==> config.mk <==
export PLATFORM = sky130hd
export DESIGN_NAME = ks_mp_add_seq
export DESIGN_NICKNAME = d
export VERILOG_FILES = /design/src/rtl/ks_mp_add_seq_pkg.sv /design/src/rtl/ks_adder_16bit_ci.sv /design/src/rtl/ks_mp_add_seq.sv
export SDC_FILE = /design/constraint.sdc
export NUM_CORES = 1
export LEC_CHECK = 0
export ABC_AREA = 0
export CORE_UTILIZATION = 46
export CTS_CLUSTER_DIAMETER = 200
export DETAILED_ROUTE_END_ITERATION = 7
export DONT_BUFFER_PORTS = 1
export PLACE_DENSITY = 0.58
export SYNTH_ARGS = -nofsm -noshare
export SYNTH_HDL_FRONTEND = slang
export SYNTH_SLANG_ARGS = --single-unit
==> constraint.sdc <==
create_clock -name clk -period 10.3 [get_ports clk]
set_input_delay 0.515 -clock clk [delete_from_list [all_inputs] [get_ports clk]]
set_output_delay 0.515 -clock clk [all_outputs]
set_load 0.02 [all_outputs]
==> src/rtl/ks_mp_add_seq_pkg.sv <==
// Shared constants and types for the multi-precision Kogge-Stone add/sub sequencer.
package ks_pkg;

    localparam int CHUNK_W = 16;

    typedef enum logic [1:0] {
        IDLE = 2'd0,
        RUN  = 2'd1,
        DONE = 2'd2
    } state_t;

    function automatic int nchunk(input int width);
        return width / CHUNK_W;
    endfunction

endpackage

==> src/rtl/ks_adder_16bit_ci.sv <==
// 16-bit Kogge-Stone prefix adder with carry-in; s[16] is the carry out.
module ks_adder_16bit_ci (
    input  logic [15:0] a,
    input  logic [15:0] b,
    input  logic        cin,
    output logic [16:0] s
);

    logic [15:0] hp, g0, g1, g2, g3, g4;
    // Group propagates are only kept for the bit positions a later level reads.
    logic [15:2] p1;
    logic [15:4] p2;
    logic [15:8] p3;

    assign hp = a ^ b;
    // Carry-in is folded into bit 0 so the prefix tree yields carries that include it.
    assign g0 = {a[15:1] & b[15:1], (a[0] & b[0]) | (hp[0] & cin)};

    genvar i;
    generate
        for (i = 0; i < 16; i++) begin : g_lvl1
            if (i >= 1) begin : g_c
                assign g1[i] = g0[i] | (hp[i] & g0[i-1]);
            end else begin : g_p
                assign g1[i] = g0[i];
            end
            if (i >= 2) begin : g_pp
                assign p1[i] = hp[i] & hp[i-1];
            end
        end
        for (i = 0; i < 16; i++) begin : g_lvl2
            if (i >= 2) begin : g_c
                assign g2[i] = g1[i] | (p1[i] & g1[i-2]);
            end else begin : g_p
                assign g2[i] = g1[i];
            end
            if (i >= 4) begin : g_pp
                assign p2[i] = p1[i] & p1[i-2];
            end
        end
        for (i = 0; i < 16; i++) begin : g_lvl3
            if (i >= 4) begin : g_c
                assign g3[i] = g2[i] | (p2[i] & g2[i-4]);
            end else begin : g_p
                assign g3[i] = g2[i];
            end
            if (i >= 8) begin : g_pp
                assign p3[i] = p2[i] & p2[i-4];
            end
        end
        for (i = 0; i < 16; i++) begin : g_lvl4
            if (i >= 8) begin : g_c
                assign g4[i] = g3[i] | (p3[i] & g3[i-8]);
            end else begin : g_p
                assign g4[i] = g3[i];
            end
        end
    endgenerate

    assign s[15:0] = hp ^ {g4[14:0], cin};
    assign s[16]   = g4[15];

endmodule

==> src/rtl/ks_mp_add_seq.sv <==
// Multi-precision add/subtract: one 16-bit Kogge-Stone slice reused chunk by chunk,
// LSB first, with the carry registered between chunks.
module ks_mp_add_seq
    import ks_pkg::*;
#(
    parameter int WIDTH = 64,
    parameter int CNT_W = 16
) (
    input  logic             clk,
    input  logic             rst_n,
    input  logic             in_valid,
    output logic             in_ready,
    input  logic [WIDTH-1:0] in_a,
    input  logic [WIDTH-1:0] in_b,
    input  logic             in_sub,
    output logic             out_valid,
    input  logic             out_ready,
    output logic [WIDTH-1:0] out_sum,
    output logic             out_cout,
    output logic             out_ovf,
    output logic             busy,
    output logic [CNT_W-1:0] op_cnt
);

    localparam int NCHUNK = nchunk(WIDTH);
    localparam int IDX_W  = $clog2(NCHUNK);

    state_t                          state;
    logic [NCHUNK-1:0][CHUNK_W-1:0]  a_r, b_r, sum_r;
    logic                            carry;
    logic [IDX_W-1:0]                idx;
    logic [CHUNK_W:0]                s;
    logic                            last_chunk;

    ks_adder_16bit_ci u_slice (
        .a   (a_r[idx]),
        .b   (b_r[idx]),
        .cin (carry),
        .s   (s)
    );

    assign out_sum    = sum_r;
    assign last_chunk = (idx == IDX_W'(NCHUNK - 1));

    always_ff @(posedge clk or negedge rst_n) begin
        if (!rst_n) begin
            state     <= IDLE;
            in_ready  <= 1'b1;
            out_valid <= 1'b0;
            out_cout  <= 1'b0;
            out_ovf   <= 1'b0;
            busy      <= 1'b0;
            op_cnt    <= '0;
            a_r       <= '0;
            b_r       <= '0;
            sum_r     <= '0;
            carry     <= 1'b0;
            idx       <= '0;
        end else begin
            case (state)
                IDLE: begin
                    if (in_valid) begin
                        // Subtract is A + ~B + 1: invert B once here, seed the carry.
                        a_r      <= in_a;
                        b_r      <= in_b ^ {WIDTH{in_sub}};
                        carry    <= in_sub;
                        idx      <= '0;
                        in_ready <= 1'b0;
                        busy     <= 1'b1;
                        state    <= RUN;
                    end
                end
                RUN: begin
                    sum_r[idx] <= s[CHUNK_W-1:0];
                    carry      <= s[CHUNK_W];
                    idx        <= idx + 1'b1;
                    if (last_chunk) begin
                        out_cout  <= s[CHUNK_W];
                        out_ovf   <= (a_r[NCHUNK-1][CHUNK_W-1] == b_r[NCHUNK-1][CHUNK_W-1]) &&
                                     (s[CHUNK_W-1] != a_r[NCHUNK-1][CHUNK_W-1]);
                        out_valid <= 1'b1;
                        state     <= DONE;
                    end
                end
                DONE: begin
                    if (out_ready) begin
                        out_valid <= 1'b0;
                        op_cnt    <= op_cnt + 1'b1;
                        busy      <= 1'b0;
                        in_ready  <= 1'b1;
                        state     <= IDLE;
                    end
                end
                default: begin
                    state    <= IDLE;
                    in_ready <= 1'b1;
                    busy     <= 1'b0;
                end
            endcase
        end
    end

endmodule

== Word level (Yosys, flattened, before mapping) ==
Index checks and enable logic that the tools add are counted.

* Bitwise gates (word level): 140
* Reduce and logical (&&, ||, !) cells: 12
* Multiplexer cells: 23
* Eq/ne operators: 8
* Add/subtract/negate cells: 2
* Magnitude comparators: 2

{| class="wikitable"
|+ Operators by type and width
! kind !! number
|-
| AND 1 bit || 85
|-
| binary-select mux 16 bit (select 2 bit) || 2
|-
| bitwise mux 64 bit || 1
|-
| XOR 64 bit || 1
|-
| OR 1 bit || 50
|-
| 2-to-1 mux 16 bit || 3
|-
| demux 16 bit (select 2 bit) || 1
|-
| XOR 16 bit || 2
|-
| adder 16 x 1 -> 16 bit, second input constant || 1
|-
| AND 15 bit || 1
|-
| AND reduction 3 bit || 3
|-
| 2-to-1 mux 2 bit || 4
|-
| AND reduction 2 bit || 4
|-
| 2-to-1 mux 1 bit || 6
|-
| inequality test 2 bit, second input constant || 3
|-
| one-hot mux 1 bit (3 select lines) || 2
|-
| one-hot mux 2 bit (3 select lines) || 1
|-
| equality test 2 bit, second input constant || 2
|-
| one-hot mux 1 bit (2 select lines) || 2
|-
| one-hot mux 2 bit (2 select lines) || 1
|-
| nonzero test 2 bit || 2
|-
| less-than comparator 2 x 3 -> 1 bit, second input constant || 1
|-
| adder 2 x 1 -> 2 bit, second input constant || 1
|-
| equality test 2 x 1 -> 1 bit, second input constant || 1
|-
| other kinds (6) || 7
|}

* Output and inout bits: 85
* Logic and storage cells: 208
* Bits in registers: 218

== Logic depth before layout (Yosys ltp) ==
Gate-level depths: netlist (run 1).

* Word-level depth: 14
* Depth in mapped cells: 12
* Mapped depth without buffers: 10

== Modules after synthesis ==
A second synthesis (run 1) with hierarchy kept.

* Cells, all modules: 808
* Area total of the unflattened synthesis: 10403.7 µm²

{| class="wikitable"
|+ Modules (own cells, without submodules)
! module !! instances !! area each (µm²) !! cells each
|-
| ks_mp_add_seq || 1 || 9566.7 || 701
|-
| ks_adder_16bit_ci || 1 || 837.1 || 107
|}

== Least setup slack after synthesis (run 1) ==
No wires, ideal clock.

* Path kind: reg2reg
* From: reg idx[0]
* To: reg sum_r (netlist bit out_sum[10])
* Data required time: 10.165 ns
* Data arrival time: 3.088 ns
* Path slack: 7.078 ns
* Cell stages (with the launch flop): 13
* Clock period less this slack: 3.222 ns
* Setup time: 0.135 ns
* Path through: dfrtp_1 > buf_2 > buf_2 > mux4_2 > fa_1 > inv_1 > fa_1 > nor2b_1 > o21a_1 > o21ai_1 > a211o_1 > nor3b_1 > o31ai_1

* Word-level cells in the longest chain between the ends: 12
* Elaborated cells between the ends (all ways): 41
* Classes of those cells: order compare: 2; mux: 7; bitwise: 31; reduce/logical: 1

{| class="wikitable"
|+ RTL lines
! element !! line !! text
|-
| from (decl) || ks_mp_add_seq.sv:31 || <nowiki>logic [IDX_W-1:0] idx;</nowiki>
|-
| from (signal assigned) || ks_mp_add_seq.sv:76 || <nowiki>idx <= idx + 1'b1;</nowiki>
|-
| binary-select mux 16 bit (select 2 bit) (on tied branches) || ks_mp_add_seq.sv:36, ks_mp_add_seq.sv:37 ||
|-
| 2-to-1 mux 16 bit (on tied branches) || ks_mp_add_seq.sv:36, ks_mp_add_seq.sv:37 ||
|-
| XOR 16 bit / AND 15 bit (equally long branches) || ks_adder_16bit_ci.sv:15, ks_adder_16bit_ci.sv:17 ||
|-
| AND 1 bit || ks_adder_16bit_ci.sv:23 || <nowiki>assign g1[i] = g0[i] | (hp[i] & g0[i-1]);</nowiki>
|-
| OR 1 bit || ks_adder_16bit_ci.sv:23 ||
|-
| AND 1 bit || ks_adder_16bit_ci.sv:33 || <nowiki>assign g2[i] = g1[i] | (p1[i] & g1[i-2]);</nowiki>
|-
| OR 1 bit || ks_adder_16bit_ci.sv:33 ||
|-
| AND 1 bit || ks_adder_16bit_ci.sv:43 || <nowiki>assign g3[i] = g2[i] | (p2[i] & g2[i-4]);</nowiki>
|-
| OR 1 bit || ks_adder_16bit_ci.sv:43 ||
|-
| OR 1 bit || ks_adder_16bit_ci.sv:53 || <nowiki>assign g4[i] = g3[i] | (p3[i] & g3[i-8]);</nowiki>
|-
| XOR 16 bit || ks_adder_16bit_ci.sv:60 || <nowiki>assign s[15:0] = hp ^ {g4[14:0], cin};</nowiki>
|-
| bitwise mux 64 bit (*) || ks_mp_add_seq.sv:74 || <nowiki>sum_r[idx] <= s[CHUNK_W-1:0];</nowiki>
|-
| to (signal, indexed assignment) || ks_mp_add_seq.sv:74 ||
|-
| to (decl) || ks_mp_add_seq.sv:29 || <nowiki>logic [NCHUNK-1:0][CHUNK_W-1:0] a_r, b_r, sum_r;</nowiki>
|}

Every way passes the cells marked *; elsewhere a longest branch is shown, timed or not. The select of a mux whose other input is x is not followed.
A chain may end at the register's enable or synchronous reset.

== Final worst setup path (run 1) ==
* From: reg idx[0]
* To: reg sum_r (netlist bit out_sum[42])

The elaborated chain is that of the path after synthesis.

==> results of run 1 <==
==> how the worst max path moves through the flow <==
| stage | from | endpoint | cells after the start |
|---|---|---|---|
| 2_1_floorplan | idx[0] | out_sum[10] | 12 |
| 3_3_place_gp | idx[0] | out_sum[42] | 11 |
| 3_5_place_dp | idx[0] | out_sum[42] | 11 |
| 4_1_cts | idx[0] | out_sum[42] | 11 |
| 5_1_grt | idx[0] | out_sum[42] | 11 |
| 6_report | idx[0] | out_sum[42] | 11 |
==> placed cells by master (no fill, tap or decap), types with 7 or more instances in the layout <==
master	count
o31ai_1	25
ha_1	20
clkbuf_16	25
nand2_1	341
o21ai_1	7
a21oi_1	16
inv_1	12
nor2_1	9
o21ai_0	103
xnor2_1	80
dfrtp_1	215
o21a_1	7
nand3_1	9
mux4_2	32
a21o_1	8
nor3_1	9
==> stage by stage <==
step           hold WS [ps]  instance area, um^2
2_1_floorplan           219                10300
3_3_place_gp            224                10400
3_5_place_dp            224                10400
4_1_cts                81.8                11300
5_1_grt                88.9                11300
6_report               98.9                11300
==> sequential cells by signal, summed over array words and instances (netlist names) <==
register	cells
a_r	64
out_valid	1
out_sum	64
carry	1
op_cnt	16
busy	1
out_ovf	1
state	2
in_ready	1
b_r	64
out_cout	1
idx	2
==> layer usage <==
layer | track usage | part of all wire | vias up | routed length (um)
met5 | 0 | 0 | - | 0
met4 | 0.0420 | 0.012 | 0 | 287
met3 | 0.0503 | 0.080 | 28 | 1890
met2 | 0.329 | 0.45 | 211 | 10600
met1 | 0.297 | 0.45 | 3209 | 10600
li1 | - | - | 3361 | -
==> cells by family after synthesis <==
kind of cell	after synthesis	share of synthesized area
xor gates and xnor gates	86	0.0741
and+or+nand+nor	400	0.158
adders and majority gates	22	0.0283
buffers and inverters	72	0.0284
DFF	218	0.532
muxes	37	0.0756
AOI/OAI and AO/OA	181	0.104
==> area by class of cell <==
class / instances / area, um^2
Timing Repair Buffer: 6 / 65.1
Tap cell: 280 / 350
Fill cell: 2025 / 10500
Sequential cell: 218 / 5460
Clock inverter: 11 / 121
Multi-Input combinational cell: 726 / 4530
Clock buffer: 33 / 716
Inverter: 12 / 45.0
==> power groups by stage <==
stage | registers, uW | logic (uW) | clock network, uW
4_1_cts | 1680 | 2060 | 911
2_1_floorplan | 1570 | 1570 | 0
5_1_grt | 1740 | 2290 | 948
3_5_place_dp | 1700 | 2030 | 0
6_report | 1680 | 2040 | 890
3_3_place_gp | 1690 | 2020 | 0
==> worst register-to-register path: cells and delay by family (launching register included) <==
kind	cells	cell delay [ps]
AND/OR/NAND/NOR	2	530
buffers and inverters	2	620
AO/OA/AOI/OAI	4	710
adder cells (fa/ha/maj)	2	630
flip-flops	1	540
multiplexers	1	610
==> summary.md, run 1 <==
| Metric | Value |
|---|---|
| Status | `finished, final reports clean` |
| Final Total Pwr | `4600 uW` |
| Reg2Reg Depth | `11` |
| Post-CTS Hold Fix Bufs | `1` |
| TNS Setup | `0 ps` |
| Global-route wire length before repair | `36,800 um` |
| RePlAce Congestion | `0.873` |
| H-Tree Depth | `1` |
| Worst Setup End Kind | `register` |
| DIE AREA | `22,900 um^2` |
| Worst R2R End | `out_sum[42]` |
| Placed cell count | `1,241` |
| Worst EP arrival | `4150 ps` |
| Final count of pins violating max slew | `0` |
| FMAX | `0.264 GHz` |
| CTS sink count | `roughly 220` |
| Worst-path clk slew | `approximately 60 ps` |
| Leakage Power | `0.00525 uW` |
| Remaining antenna violation count | `0` |
| GRT overflow | `0` |
| Wire per inst | `between 15 and 20 um` |
| Critical R2R Launch | `idx[0]` |
| Sw Pwr | `2030 uW` |
| Post-DP HPWL | `16,500 um` |
| Largest stage delay, worst path | `590 ps` |
| Synth-to-layout area growth | `9.92%` |
| Fin crit period | `between 3000 and 4000 ps` |
| Final net count | `1,144` |
| 1st-pass router iterations | `5` |
| Yosys warns | `0` |
| Non-filler cells, final | `1,286` |
| CP Cell Sequence | `buf_4 -> mux4_2 -> fa_1 -> inv_1 -> fa_1 -> nor2b_1 -> o21a_1 -> o21ai_1 -> a211o_1 -> nor3b_1 -> o31ai_1` |
| Hold Path Depth | `2` |
| CTS Buffer Depth | `3` |
| Synthesized cell area | `between 10,000 and 15,000 um^2` |
| Period utilization | `0.368` |
| WP buf/inv | `2` |
| Register area share after synthesis | `0.532` |
| Site row count | `54` |
| Post-CTS Repair Setup Buffers | `0` |
| CTS resizes | `0` |
| Gr usage total | `0.210` |
| Most frequent CP cell | `fa_1` |
| CTS root buf | `clkbuf_16` |
| WHS Endpoint | `a_r[7]` |
| Die W | `~150 um` |
| # setup viols final | `0` |
| Area contributors post-synth | `dfrtp_1 53%, nand2_1 12%, mux4_2 7.0%` |
| Min-delay worst type | `in2reg` |
| Max-slew headroom | `0.280` |
| FF+latch count, synth | `~220` |
| Fin. Hold Viols | `0` |
| FFs w/ async S/R, synth | `1.00` |
| Setup ws final | `6510 ps` |
| Antenna cells | `0` |
| Startpoint Class | `register` |
| Top_reg_cell synth | `dfrtp_1` |
| R2r setup slk | `6510 ps` |
| Crit path max fanout | `28` |
| Yosys cell types | `47` |
| Via count | `6,809` |
| EDFF count, synth | `0` |
| Power share of the combinational group | `0.442` |
| Peak supply drop | `0.157 mV` |
| DRT Wirelength | `23,500 um` |
| DRC Markers | `0` |
| Post-layout util | `0.517` |
| Post-Syn Area per Cell | `10.1 um^2` |
| Initial antenna violation count | `0` |
| Initial Util | `0.470` |
| Port Buffer Count | `0` |
| Largest net degree at the start of global routing | `roughly 220` |
| Top cells by count, synth | `341 x nand2_1, 217 x dfrtp_1, 103 x o21ai_0` |
| CP Data Required Time | `10,660 ps` |
| Clock power frac | `0.193` |
| Switching share of total power | `0.441` |
| Synthesized Nets | `1,171` |
| Crit Path Category | `reg2reg` |
| CTS tree | `yes` |
| Gate Count Post-Synth | `1,016` |
| Cell area power density | `408 nW/um^2` |
| Clock Latency Late Sink | `520 ps` |
| Area leader, netlist | `dfrtp_1` |
| Top cell type's share of synthesized area | `0.529` |
| Drt initial violations | `441` |
| Hold_sp | `in_a[7]` |
| Sequential Power Share | `0.364` |
| CP max-delay cell | `mux4_2` |
| Slew @ Worst Pin | `around 1100 ps` |
| CP top delay family | `compound AO/OA/AOI/OAI gates` |
| Vias per inst | `5.29` |
| RSZ-0062 raised after global routing | `no` |
| Number of global-route vias before repair | `6,686` |
| Share of layout cells above drive strength 1 | `0.0954` |
| Die Ht | `151 um` |
| Max-cap violations | `0` |
| Pint | `2570 uW` |
| I/O Pins | `roughly 220` |
| Max Clock Skew | `12.6 ps` |
| Top-count cell post-synth | `nand2_1` |
| Placement Setup Slack | `6520 ps` |
| CORE AREA | `21,800 um^2` |
| CTS Buf Count | `25` |
Note: power is estimated with default switching activity, not from simulation.
==> inputs of run 2 (changes only) <==
==> constraint.sdc (replaced) <==
create_clock -name clk -period 3.9 [get_ports clk]
set_input_delay 0.195 -clock clk [delete_from_list [all_inputs] [get_ports clk]]
set_output_delay 0.195 -clock clk [all_outputs]
set_load 0.02 [all_outputs]
==> run 2 against run 1 <==
Highest routed layer unchanged; design area grew 17%; via count rose by 16%; clock-buffer cell count is 4 higher; wire length is 17% higher; the run now ends with hold timing left; critical path type unchanged; critical path depth fell by 2; sequential share of layout area is 7.1 points lower; sequential power grew to 2.6 times the previous value; register-to-register slack worse by 6000 ps; fmax grew 11%; utilization increased by 9.0 points; global-route usage rose by 3.6 points; first-iteration DRC count up 37%.
==> summary.md, run 2 (synthesis gave the netlist of run 1 again) <==
| Metric | Value |
|---|---|
| Status | `finished, violations left (was finished, final reports clean)` |
| Violated checks | `hold timing` |
| Gr usage total | `0.246 (was 0.210)` |
| Fin crit period | `3420 ps (was 3790 ps)` |
| RePlAce Congestion | `0.820 (was 0.873)` |
| WP buf/inv | `1 (was 2)` |
| Crit Path Category | `reg2reg (unchanged)` |
| 1st-pass router iterations | `5 (unchanged)` |
| Switching share of total power | `0.437 (was 0.441)` |
| Initial Util | `0.470 (unchanged)` |
| CTS tree | `yes (unchanged)` |
| CORE AREA | `21,800 um^2 (unchanged)` |
| RSZ-0062 raised after global routing | `no (unchanged)` |
| Initial antenna violation count | `1 (was 0)` |
| Slew @ Worst Pin | `1020 ps (was 1080 ps)` |
| Max Clock Skew | `13.3 ps (was 12.6 ps)` |
| Final hold slack | `-626 ps (was 98.9 ps)` |
| Wire per inst | `18.4 um (was 18.2 um)` |
| Placement Setup Slack | `458 ps (was 6520 ps)` |
| DIE AREA | `22,900 um^2 (unchanged)` |
| Clock Latency Late Sink | `520 ps (about the same)` |
| Worst EP arrival | `3780 ps (was 4150 ps)` |
| CTS sink count | `218 (unchanged)` |
| GRT overflow | `0 (unchanged)` |
| Worst Setup End Kind | `register (unchanged)` |
| Largest net degree at the start of global routing | `219 (unchanged)` |
| Reg2Reg Depth | `9 (was 11)` |
| CTS Buffer Depth | `3 (unchanged)` |
| CTS root buf | `clkbuf_16 (unchanged)` |
| # setup viols final | `0 (unchanged)` |
| CP Cell Sequence | `buf_4 -> mux4_2 -> ha_1 -> a21oi_2 -> o21ai_0 -> a31oi_1 -> o311ai_4 -> xnor2_2 -> o21ai_1 (was buf_4 -> mux4_2 -> fa_1 -> inv_1 -> fa_1 -> nor2b_1 -> o21a_1 -> o21ai_1 -> a211o_1 -> nor3b_1 -> o31ai_1)` |
| H-Tree Depth | `1 (unchanged)` |
| Synth-to-layout area growth | `29.0% (was 9.92%)` |
| Fin. Hold Viols | `218 (was 0)` |
| CP max-delay cell | `mux4_2 (unchanged)` |
| Remaining antenna violation count | `0 (unchanged)` |
| Worst-path clk slew | `60 ps (about the same)` |
| Sequential Power Share | `0.353 (was 0.364)` |
| Peak supply drop | `0.477 mV (was 0.157 mV)` |
| Post-layout util | `0.607 (was 0.517)` |
| Cell area power density | `947 nW/um^2 (was 408 nW/um^2)` |
| Max-cap violations | `0 (unchanged)` |
| Final Total Pwr | `12,500 uW (was 4600 uW)` |
| Drt initial violations | `605 (was 441)` |
| Port Buffer Count | `0 (unchanged)` |
| Clock power frac | `0.186 (was 0.193)` |
| Min-delay worst type | `in2async (was in2reg)` |
| CP top delay family | `compound AO/OA/AOI/OAI gates (unchanged)` |
| Worst R2R End | `out_sum[47] (was out_sum[42])` |
| Site row count | `54 (unchanged)` |
| Post-CTS Repair Setup Buffers | `0 (unchanged)` |
| Die W | `151 um (unchanged)` |
| I/O Pins | `218 (unchanged)` |
| Sw Pwr | `5470 uW (was 2030 uW)` |
| Number of global-route vias before repair | `8,063 (was 6,686)` |
| DRT Wirelength | `27,400 um (was 23,500 um)` |
| FMAX | `0.292 GHz (was 0.264 GHz)` |
| CP Data Required Time | `4260 ps (was 10,660 ps)` |
| Leakage Power | `0.00607 uW (was 0.00525 uW)` |
| Share of layout cells above drive strength 1 | `0.0773 (was 0.0954)` |
| Post-CTS Hold Fix Bufs | `194 (was 1)` |
| CTS Buf Count | `24 (was 25)` |
| Power share of the combinational group | `0.461 (was 0.442)` |
| Critical R2R Launch | `idx[0] (unchanged)` |
| TNS Setup | `0 ps (unchanged)` |
| CTS resizes | `0 (unchanged)` |
| Pint | `7060 uW (was 2570 uW)` |
| R2r setup slk | `480 ps (was 6510 ps)` |
| Commonest non-fill, non-tap cell in the layout | `nand2_1 (unchanged)` |
| Final net count | `1,342 (was 1,144)` |
| Post-DP HPWL | `17,100 um (was 16,500 um)` |
| Setup ws final | `481 ps (was 6510 ps)` |
| DRC Markers | `0 (unchanged)` |
| Crit path max fanout | `16 (was 28)` |
| Vias per inst | `5.31 (was 5.29)` |
| Period utilization | `0.877 (was 0.368)` |
| Commonest cells after routing, fill and taps aside | `341 x nand2_1, 215 x dfrtp_1, 194 x dlygate4sd3_1, 103 x o21ai_0, 80 x xnor2_1 (was 341 x nand2_1, 215 x dfrtp_1, 103 x o21ai_0, 80 x xnor2_1, 32 x mux4_2)` |
| Die Ht | `151 um (unchanged)` |
| Global-route wire length before repair | `43,000 um (was 36,800 um)` |
| Max-slew headroom | `0.316 (was 0.280)` |
| Final count of pins violating max slew | `0 (unchanged)` |
| Startpoint Class | `register (unchanged)` |
| Via count | `7,894 (was 6,809)` |
| Largest stage delay, worst path | `600 ps (was 590 ps)` |
run 2: stage by stage:
stage | cells | instance area (um^2) | hold slack, ps
floorplan | 1016 | 10300 | -101
global placement | 1247 | 10500 | -95.8
detailed placement | 1247 | 10500 | -95.6
CTS | 1483 | 13200 | -647
global route | 1485 | 13200 | -654
finish | 1487 | 13200 | -626
run 2: final cells by class:
cell class                 count  area, um^2
clock inverter                 5         100
inverter                      12        45.0
multi-input combinational    726        4530
fill                        1805        8590
tap                          280         350
clock buffer                  37         711
sequential                   218        5460
timing repair buffer         205        2040
antenna                        4        10.0
run 2: metal layers:
layer  wire [um]  track usage  up-vias
li1            -            -     3762
met1       12000        0.327     3811
met2       13000        0.400      264
met3        1690       0.0446       57
met4         785       0.0935        0
met5           0            0        -
run 2: worst max-delay path by stage:
stage	start	to	slack, ps	depth (start not counted)
final	idx[0]	out_sum[47]	480	9
after global routing	idx[0]	out_sum[31]	260	9
after CTS	idx[0]	out_sum[31]	440	9
after detailed placement	idx[0]	out_sum[31]	460	9
after global placement	idx[0]	out_sum[47]	460	9
after floorplan	idx[0]	out_sum[10]	680	12
run 2: power groups by stage:
stage | Clock [uW] | Combinational (uW) | Sequential [uW]
3_3_place_gp | 0 | 5440 | 4440
6_report | 2330 | 5780 | 4420
4_1_cts | 2380 | 5760 | 4420
2_1_floorplan | 0 | 4140 | 4140
3_5_place_dp | 0 | 5530 | 4450
5_1_grt | 2480 | 6430 | 4580
run 2: worst register-to-register path, cell delays in order (launching register included):
cell      delay (ps)
dfrtp_2          560
buf_4            360
mux4_2           610
ha_1             430
a21oi_2          270
o21ai_0          130
a31oi_1          300
o311ai_4         190
xnor2_2          300
o21ai_1          110
